$ cat src/rtl/fft_engine.sv
// rtl/fft_engine.sv - iterative radix-2 DIT FFT/IFFT engine
// In-place over a register file, one butterfly per cycle, valid/ready streaming in and out.
module fft_engine #(
  parameter int N_POINTS = 16,
  parameter int DATA_W   = 16,
  parameter int TW_W     = 16,
  parameter int SCALE    = 1
) (
  input  logic                        clk,
  input  logic                        rst,
  input  logic                        in_valid,
  output logic                        in_ready,
  input  logic signed [DATA_W-1:0]    in_re,
  input  logic signed [DATA_W-1:0]    in_im,
  input  logic                        inv,
  output logic                        out_valid,
  input  logic                        out_ready,
  output logic signed [DATA_W-1:0]    out_re,
  output logic signed [DATA_W-1:0]    out_im,
  output logic [$clog2(N_POINTS)-1:0] out_idx,
  output logic                        busy,
  output logic                        done,
  output logic                        sat
);
  localparam int L  = $clog2(N_POINTS);
  localparam int H  = N_POINTS / 2;
  localparam int SW = $clog2(L);
  localparam int PW = DATA_W + TW_W + 1;
  localparam int EW = DATA_W + 2;
  localparam real PI     = 3.14159265358979323846;
  localparam real TW_AMP = real'((2 ** (TW_W - 1)) - 1);
  localparam logic signed [PW-1:0] RND  = PW'(2 ** (TW_W - 2));
  localparam logic signed [EW-1:0] MAXV = EW'((2 ** (DATA_W - 1)) - 1);
  localparam logic signed [EW-1:0] MINV = -MAXV - EW'(1);

  typedef enum logic [1:0] {S_LOAD, S_COMPUTE, S_UNLOAD} state_t;

  function automatic int round_real(input real x);
    if (x >= 0.0) return $rtoi(x + 0.5);
    else return -$rtoi(0.5 - x);
  endfunction

  function automatic logic [L-1:0] bitrev(input logic [L-1:0] v);
    logic [L-1:0] r;
    for (int i = 0; i < L; i++) r[i] = v[L-1-i];
    return r;
  endfunction

  function automatic logic oob(input logic signed [EW-1:0] v);
    return (v > MAXV) || (v < MINV);
  endfunction

  function automatic logic signed [DATA_W-1:0] clamp(input logic signed [EW-1:0] v);
    if (v > MAXV) return MAXV[DATA_W-1:0];
    else if (v < MINV) return MINV[DATA_W-1:0];
    else return v[DATA_W-1:0];
  endfunction

  // Twiddle ROM holds cos/sin magnitudes; the sine sign is chosen by direction at use.
  logic signed [TW_W-1:0] tw_cos [H];
  logic signed [TW_W-1:0] tw_sin [H];
  for (genvar m = 0; m < H; m++) begin : g_tw
    localparam real ANG = 2.0 * PI * real'(m) / real'(N_POINTS);
    localparam int  C   = round_real($cos(ANG) * TW_AMP);
    localparam int  S   = round_real($sin(ANG) * TW_AMP);
    assign tw_cos[m] = TW_W'(C);
    assign tw_sin[m] = TW_W'(S);
  end

  logic signed [DATA_W-1:0] mem_re [N_POINTS];
  logic signed [DATA_W-1:0] mem_im [N_POINTS];

  state_t          state_q, state_d;
  logic [L-1:0]    k_q, k_d, idx_q, idx_d;
  logic [SW-1:0]   s_q, s_d;
  logic [L-2:0]    j_q, j_d;
  logic            inv_q, inv_d, sat_q, sat_d, done_q, done_d;
  logic            ld_we, bf_we;

  logic [L-1:0]             jx, span, top, bot;
  logic [L-2:0]             tw_idx;
  logic signed [DATA_W-1:0] a_re, a_im, b_re, b_im;
  logic signed [TW_W-1:0]   w_re, w_im;
  logic signed [PW-1:0]     pr_full, pi_full;
  logic signed [EW-1:0]     p_re, p_im, sr, si, dr, di, s_re, s_im, d_re, d_im;
  logic                     clip;
  logic signed [DATA_W-1:0] top_re, top_im, bot_re, bot_im;

  always_comb begin
    jx      = {1'b0, j_q};
    span    = L'(1) << s_q;
    top     = (((jx >> s_q) << s_q) << 1) | (jx & (span - L'(1)));
    bot     = top | span;
    tw_idx  = (L-1)'((jx & (span - L'(1))) << (SW'(L - 1) - s_q));
    a_re    = mem_re[top];
    a_im    = mem_im[top];
    b_re    = mem_re[bot];
    b_im    = mem_im[bot];
    w_re    = tw_cos[tw_idx];
    w_im    = inv_q ? tw_sin[tw_idx] : -tw_sin[tw_idx];
    pr_full = PW'(b_re) * PW'(w_re) - PW'(b_im) * PW'(w_im) + RND;
    pi_full = PW'(b_re) * PW'(w_im) + PW'(b_im) * PW'(w_re) + RND;
    p_re    = EW'(pr_full >>> (TW_W - 1));
    p_im    = EW'(pi_full >>> (TW_W - 1));
    sr      = EW'(a_re) + p_re;
    si      = EW'(a_im) + p_im;
    dr      = EW'(a_re) - p_re;
    di      = EW'(a_im) - p_im;
    s_re    = (SCALE != 0) ? (sr >>> 1) : sr;
    s_im    = (SCALE != 0) ? (si >>> 1) : si;
    d_re    = (SCALE != 0) ? (dr >>> 1) : dr;
    d_im    = (SCALE != 0) ? (di >>> 1) : di;
    clip    = oob(s_re) || oob(s_im) || oob(d_re) || oob(d_im);
    top_re  = clamp(s_re);
    top_im  = clamp(s_im);
    bot_re  = clamp(d_re);
    bot_im  = clamp(d_im);
  end

  always_comb begin
    state_d   = state_q;
    k_d       = k_q;
    s_d       = s_q;
    j_d       = j_q;
    idx_d     = idx_q;
    inv_d     = inv_q;
    sat_d     = sat_q;
    done_d    = 1'b0;
    ld_we     = 1'b0;
    bf_we     = 1'b0;
    in_ready  = 1'b0;
    out_valid = 1'b0;
    busy      = 1'b1;
    case (state_q)
      S_LOAD: begin
        in_ready = 1'b1;
        busy     = 1'b0;
        if (in_valid) begin
          ld_we = 1'b1;
          k_d   = k_q + L'(1);
          if (k_q == '0) begin
            inv_d = inv;
            sat_d = 1'b0;
          end
          if (&k_q) state_d = S_COMPUTE;
        end
      end
      S_COMPUTE: begin
        bf_we = 1'b1;
        if (clip) sat_d = 1'b1;
        if (&j_q) begin
          j_d = '0;
          if (s_q == SW'(L - 1)) begin
            s_d     = '0;
            state_d = S_UNLOAD;
          end else begin
            s_d = s_q + SW'(1);
          end
        end else begin
          j_d = j_q + (L-1)'(1);
        end
      end
      S_UNLOAD: begin
        out_valid = 1'b1;
        if (out_ready) begin
          idx_d = idx_q + L'(1);
          if (&idx_q) begin
            done_d  = 1'b1;
            state_d = S_LOAD;
          end
        end
      end
      default: state_d = S_LOAD;
    endcase
  end

  always_ff @(posedge clk or posedge rst) begin
    if (rst) begin
      state_q <= S_LOAD;
      k_q     <= '0;
      s_q     <= '0;
      j_q     <= '0;
      idx_q   <= '0;
      inv_q   <= 1'b0;
      sat_q   <= 1'b0;
      done_q  <= 1'b0;
    end else begin
      state_q <= state_d;
      k_q     <= k_d;
      s_q     <= s_d;
      j_q     <= j_d;
      idx_q   <= idx_d;
      inv_q   <= inv_d;
      sat_q   <= sat_d;
      done_q  <= done_d;
    end
  end

  // Sample store is deliberately not reset; every frame overwrites all entries before use.
  always_ff @(posedge clk) begin
    if (ld_we) begin
      mem_re[bitrev(k_q)] <= in_re;
      mem_im[bitrev(k_q)] <= in_im;
    end
    if (bf_we) begin
      mem_re[top] <= top_re;
      mem_im[top] <= top_im;
      mem_re[bot] <= bot_re;
      mem_im[bot] <= bot_im;
    end
  end

  assign out_re  = out_valid ? mem_re[idx_q] : '0;
  assign out_im  = out_valid ? mem_im[idx_q] : '0;
  assign out_idx = idx_q;
  assign done    = done_q;
  assign sat     = sat_q;

endmodule
$ cat config.mk
export PLATFORM = sky130hd
export DESIGN_NAME = fft_engine
export DESIGN_NICKNAME = d
export VERILOG_FILES = /design/src/rtl/fft_engine.sv
export SDC_FILE = /design/constraint.sdc
export NUM_CORES = 2
export LEC_CHECK = 0
export BUFFER_PORTS_ARGS = -buffer_cell sky130_fd_sc_hd__clkbuf_2
export CAP_MARGIN = 10
export CORE_ASPECT_RATIO = 1.1
export CORE_UTILIZATION = 55
export CTS_BUF_LIST = sky130_fd_sc_hd__clkbuf_4
export CTS_CLUSTER_DIAMETER = 60
export DETAILED_ROUTE_END_ITERATION = 7
export PLACE_DENSITY = 0.81
export SETUP_SLACK_MARGIN = 0.5
export SKIP_CTS_REPAIR_TIMING = 1
export SLEW_MARGIN = 10
export SYNTH_ARGS = -nofsm -noshare
export SYNTH_HDL_FRONTEND = slang
export SYNTH_SLANG_ARGS = --single-unit
$ cat constraint.sdc
create_clock -name clk -period 46 [get_ports clk]
set_input_delay 6.9 -clock clk [delete_from_list [all_inputs] [get_ports clk]]
set_output_delay 6.9 -clock clk [all_outputs]
set_load 0.02 [all_outputs]
Word-level counts from Yosys, hierarchy flattened. Memory sizes are Yosys's and may differ from the RTL's. Cells that the tools add are included.

Mux-type cells: 47. $mul: 4. $lt $le $gt $ge: 9. Bitwise logic cells: 4. Equal/unequal tests: 11. $add $sub $neg: 15. Reduce and logical (&&, ||, !) cells: 21. Shift-type cells: 4.

Operators by type and width (count): two-way mux 16 bit (17); multiplier 16 x 16 -> 32 bit (4); greater-than comparator 17 x 16 -> 1 bit (second input constant) (4); < comparator 17 x 16 -> 1 bit (second input constant) (4); adder 33 x 16 -> 33 bit (second input constant) (2); adder 16 x 18 -> 18 bit (2); subtractor 16 x 18 -> 18 bit (2); adder 32 x 32 -> 33 bit (1); subtractor 32 x 32 -> 33 bit (1); OR reduction 16 bit (2); two-way mux 1 bit (18); inequality test 2 bit (second input constant) (8); negator 16 bit (1); AND reduction 4 bit (4); two-way mux 2 bit (7); adder 4 x 1 -> 4 bit (second input constant) (2); two-way mux 4 bit (2); bitwise OR 4 bit (2); << shifter 4 x 2 -> 3 bit (2); logical OR 1 bit (7); one-hot mux 2 bit (3 select lines) (1); AND reduction 3 bit (2); AND reduction 6 bit (1); AND 3 x 4 -> 4 bit (1); other kinds (16) (18).

Register bits: 18. Memory bits (writable): 512. Output and inout port bits: 41. Memories: 4. Bits of input ports: 37. Bits in read-only memories: 256.

Memory list: mem_im (depth 16, width 16, read ports 3, clocked after Yosys merged registers in 0, wr ports 2, line 71) `logic signed [DATA_W-1:0] mem_im [N_POINTS];`; mem_re (depth 16, width 16, read ports 3, clocked after Yosys merged registers in 0, wr ports 2, line 70) `logic signed [DATA_W-1:0] mem_re [N_POINTS];`; (no name shown) (depth 8, width 16, read ports 1, clocked after Yosys merged registers in 0, wr ports 0, line 100) `w_im = inv_q ? tw_sin[tw_idx] : -tw_sin[tw_idx];`; (no name shown) (depth 8, width 16, read ports 1, clocked after Yosys merged registers in 0, wr ports 0, line 99) `w_re = tw_cos[tw_idx];`.

Longest topological paths before layout.
Depth in word-level cells: 21. Depth in mapped cells: 68.

Least setup slack after synthesis. OpenSTA, ideal clock, no wires.

Kind: reg2reg. Start: register s_q[1]. End: memory mem_im[15][14] (data pin). Arrival time: 14.554 ns. Buffers on the path: 9. Period minus slack after synthesis: 14.832 ns. Setup slack: 31.168 ns. Setup time: 0.277 ns. Cell stages (with the launch flop): 67. Cell sequence: dfrtp_1 -> buf_4 -> inv_1 -> ha_1 -> buf_2 -> xnor2_1 -> a31oi_1 -> nand2b_1 -> clkbuf_1 -> inv_1 -> ha_1 -> o21ai_0 -> a22o_1 -> a22o_1 -> inv_1 -> clkbuf_1 -> clkbuf_1 -> ha_1 -> [... 31 more ...] -> o21bai_1 -> and2_1 -> o21a_1 -> nor2_1 -> xnor2_1 -> ha_1 -> clkbuf_1 -> nor3_1 -> o21ai_0 -> a31oi_1 -> o221ai_1 -> a211oi_1 -> or4b_1 -> nand4_1 -> buf_2 -> o21bai_2 -> buf_4 -> mux2i_1.

RTL lines: start: declaration (line 75) `logic [SW-1:0] s_q, s_d;`; start signal: assignment (line 181) `s_q <= '0;`; start signal: assignment (line 190) `s_q <= s_d;`; end: declaration (line 71).

==> results.toml <==
[status]
status = "complete, but fails checks"
violations = "DRC"

[sta]
tns_ns = 0
hold_slack_ns = 0.583
worst_pin_slew_ns = 1.37
rsz0062_at_grt = "no"
period_minus_slack_ns = 18.39
finalMaxSlewViolations = 0
skew_ns = 0.0620
setup_viol = 0
max_slew_margin = 0.0833
hold_viol_final = 0
post-route-period-util = 0.400
max_clock_freq_ghz = 0.0544

[floorplan]
start_util = 0.556
io_pins = 78
fp.dieArea_um2 = 142000
fp.dieH_um = 394
rows = 143
fp.dieW_um = 359
fp.coreArea_um2 = 138000

[worst_setup_path]
required_ns = 46.71
worst_setup_path_start_kind = "flop"
path_class = "flop to flop"
end_kind = "flop"
crit_arrival_ns = 19.11
cp_max_fo = 31
crit_path_max_incr_delay_ns = 0.87
critical-path-top-cell-by-count = "fa_1"
cp_slowest_cell = "nand4_1"

[synthesis]
ys_warn_count = 0
synth_cell_types = 105
syn_area_um2 = 77000
yosysSeqAreaShare = 0.206
yosys-top-cells-count = "1344 x inv_1, 1168 x fa_1, 854 x nor2_1"
synth-edff-count = 512
synthFlopType = "edfxtp_1"
syn_area_per_cell_um2 = 10.2
synthMostInstantiatedCell = "inv_1"
post-synth-top-area-cell = "fa_1"
synthCells = 7577
ys_async_sr_fraction = 0.0340
synth_area_leaders = "fa_1 30%, edfxtp_1 20%, mux4_2 8.4%, inv_1 6.6%, ha_1 6.3%"
synth-seq-cells = 530
synth_top_cell_area_share = 0.304
syn_nets = 9167

[cts]
cts_tree = "done"
worstSkewPairLatency_ns = 1.06
cts_root_buf = "clkbuf_4"
htree_levels = 3
clock_path_buffers = 3
clock_sinks = 530
path_clk_slew_ns = 0.08
cts-buffers-inserted = 115

[global_route]
overflow = 0
grt_antenna_before_repair = 7
grt_usage = 0.380
grt_pass1_wl_um = 395000
grt_pass1_vias = 64800
grt_max_degree = 133

[worst_hold_path]
min_path_type = "flop to flop"

[finish]
fillers = 11200
drive_gt1_frac = 0.124
multiInputGateArea_um2 = 54800
syn2layout_area_growth_pct = 5.63
nets = 9042
ff_latch_area_um2 = 15800

[drt]
antenna_left = 0
drt_iter0_drc = 9018
vias = 62300
viasPerCell = 6.65
drc_errors = 17
wl_per_cell_um = 28.4
wl_um = 266000
dr.pass1.iters = 8

[placed_design]
gp_congestion = 1.01
io_buffer_count = 77
dp_hpwl_um = 187000

[job]
maxCapViolations = 0
[placed cells by master (no fill, tap or decap), types with 22 or more instances in the layout]
cell	instances
o22a_1	46
o21bai_1	26
a31oi_1	56
o22ai_1	74
o21ai_1	25
clkbuf_2	77
nor2_1	845
nor4_1	33
nand2_1	615
fa_1	1168
o21ai_0	127
edfxtp_1	512
a21oi_1	267
nand2b_1	84
and3_1	47
xnor2_1	115
or2_2	47
mux2i_1	277
and2_1	41
ha_1	385
buf_4	176
a21o_1	37
clkbuf_4	157
nand3_1	46
xor2_1	32
clkinv_1	40
nor3_1	41
o31ai_1	22
inv_1	1344
o221ai_1	87
mux4_2	288
nand4_1	33
[worst paths after layout]
check | start | end | slack [ns] | cells after the start
worst max-delay path | s_q[1] | mem_im[14][12] | 27.61 | 54
worst min-delay path | k_q[3] | k_q[3] | 0.58 | 1
worst max register to register | s_q[1] | mem_im[14][12] | 27.61 | 54
worst min register to register | k_q[3] | k_q[3] | 0.58 | 1
max in group asynchronous | rst | out_idx[1] | 39.19 | 2
min in group asynchronous | rst | j_q[2] | 6.17 | 2
[state kept, by name, indices dropped and copies added (netlist names)]
register	count
k_q	4
out_idx	4
inv_q	1
state_q	2
s_q	2
mem_re	256
mem_im	256
done	1
j_q	3
sat	1
[cell type report]
type / instances / share of cell area
clock buffer: 156 / 0.0144
inverter: 1347 / 0.0622
sequential: 530 / 0.195
antenna: 6 / 0.000185
tap: 1812 / 0.0279
multi-input combinational: 5203 / 0.673
clock inverter: 58 / 0.00612
timing repair buffer: 255 / 0.0213
[kinds of logic after synthesis]
group / count (synthesis) / share of synthesized area
simple gates: 1928 / 0.108
buf+inv: 1844 / 0.0918
fa+ha+maj: 1562 / 0.367
compound gates: 990 / 0.0884
mux: 571 / 0.121
flops: 530 / 0.206
xor+xnor: 152 / 0.0174
[metal layers]
metal	routed length, um	GRT usage	vias up
li1	-	-	24900
met1	81900	0.447	30400
met2	114000	0.564	5284
met3	42700	0.141	1704
met4	27400	0.288	2
met5	67	0	-
[per-stage QoR]
stage	worst slack (ns)	cell area [um2]	utilization	std cells
final	27.61	81300	0.587	9367
after global routing	26.75	81300	0.587	9366
after CTS	28.08	81300	0.587	9360
after detailed placement	28.12	79600	0.575	9146
after global placement	28.74	79600	0.575	9146
after floorplan	31.17	77000	-	7577
[worst max-delay path, delay by kind of cell, from the launching register on]
kind | cells | cell delay [ns]
AO/OA/AOI/OAI | 18 | 5.22
multiplexers | 2 | 0.63
XOR/XNOR | 3 | 0.84
flip-flops | 1 | 0.68
AND/OR/NAND/NOR | 9 | 2.88
adder cells (fa/ha/maj) | 13 | 5.71
buffers and inverters | 9 | 2.04
Power is not shown: default switching activity piles up to over one toggle a cycle in this logic, so the estimate is an artifact.
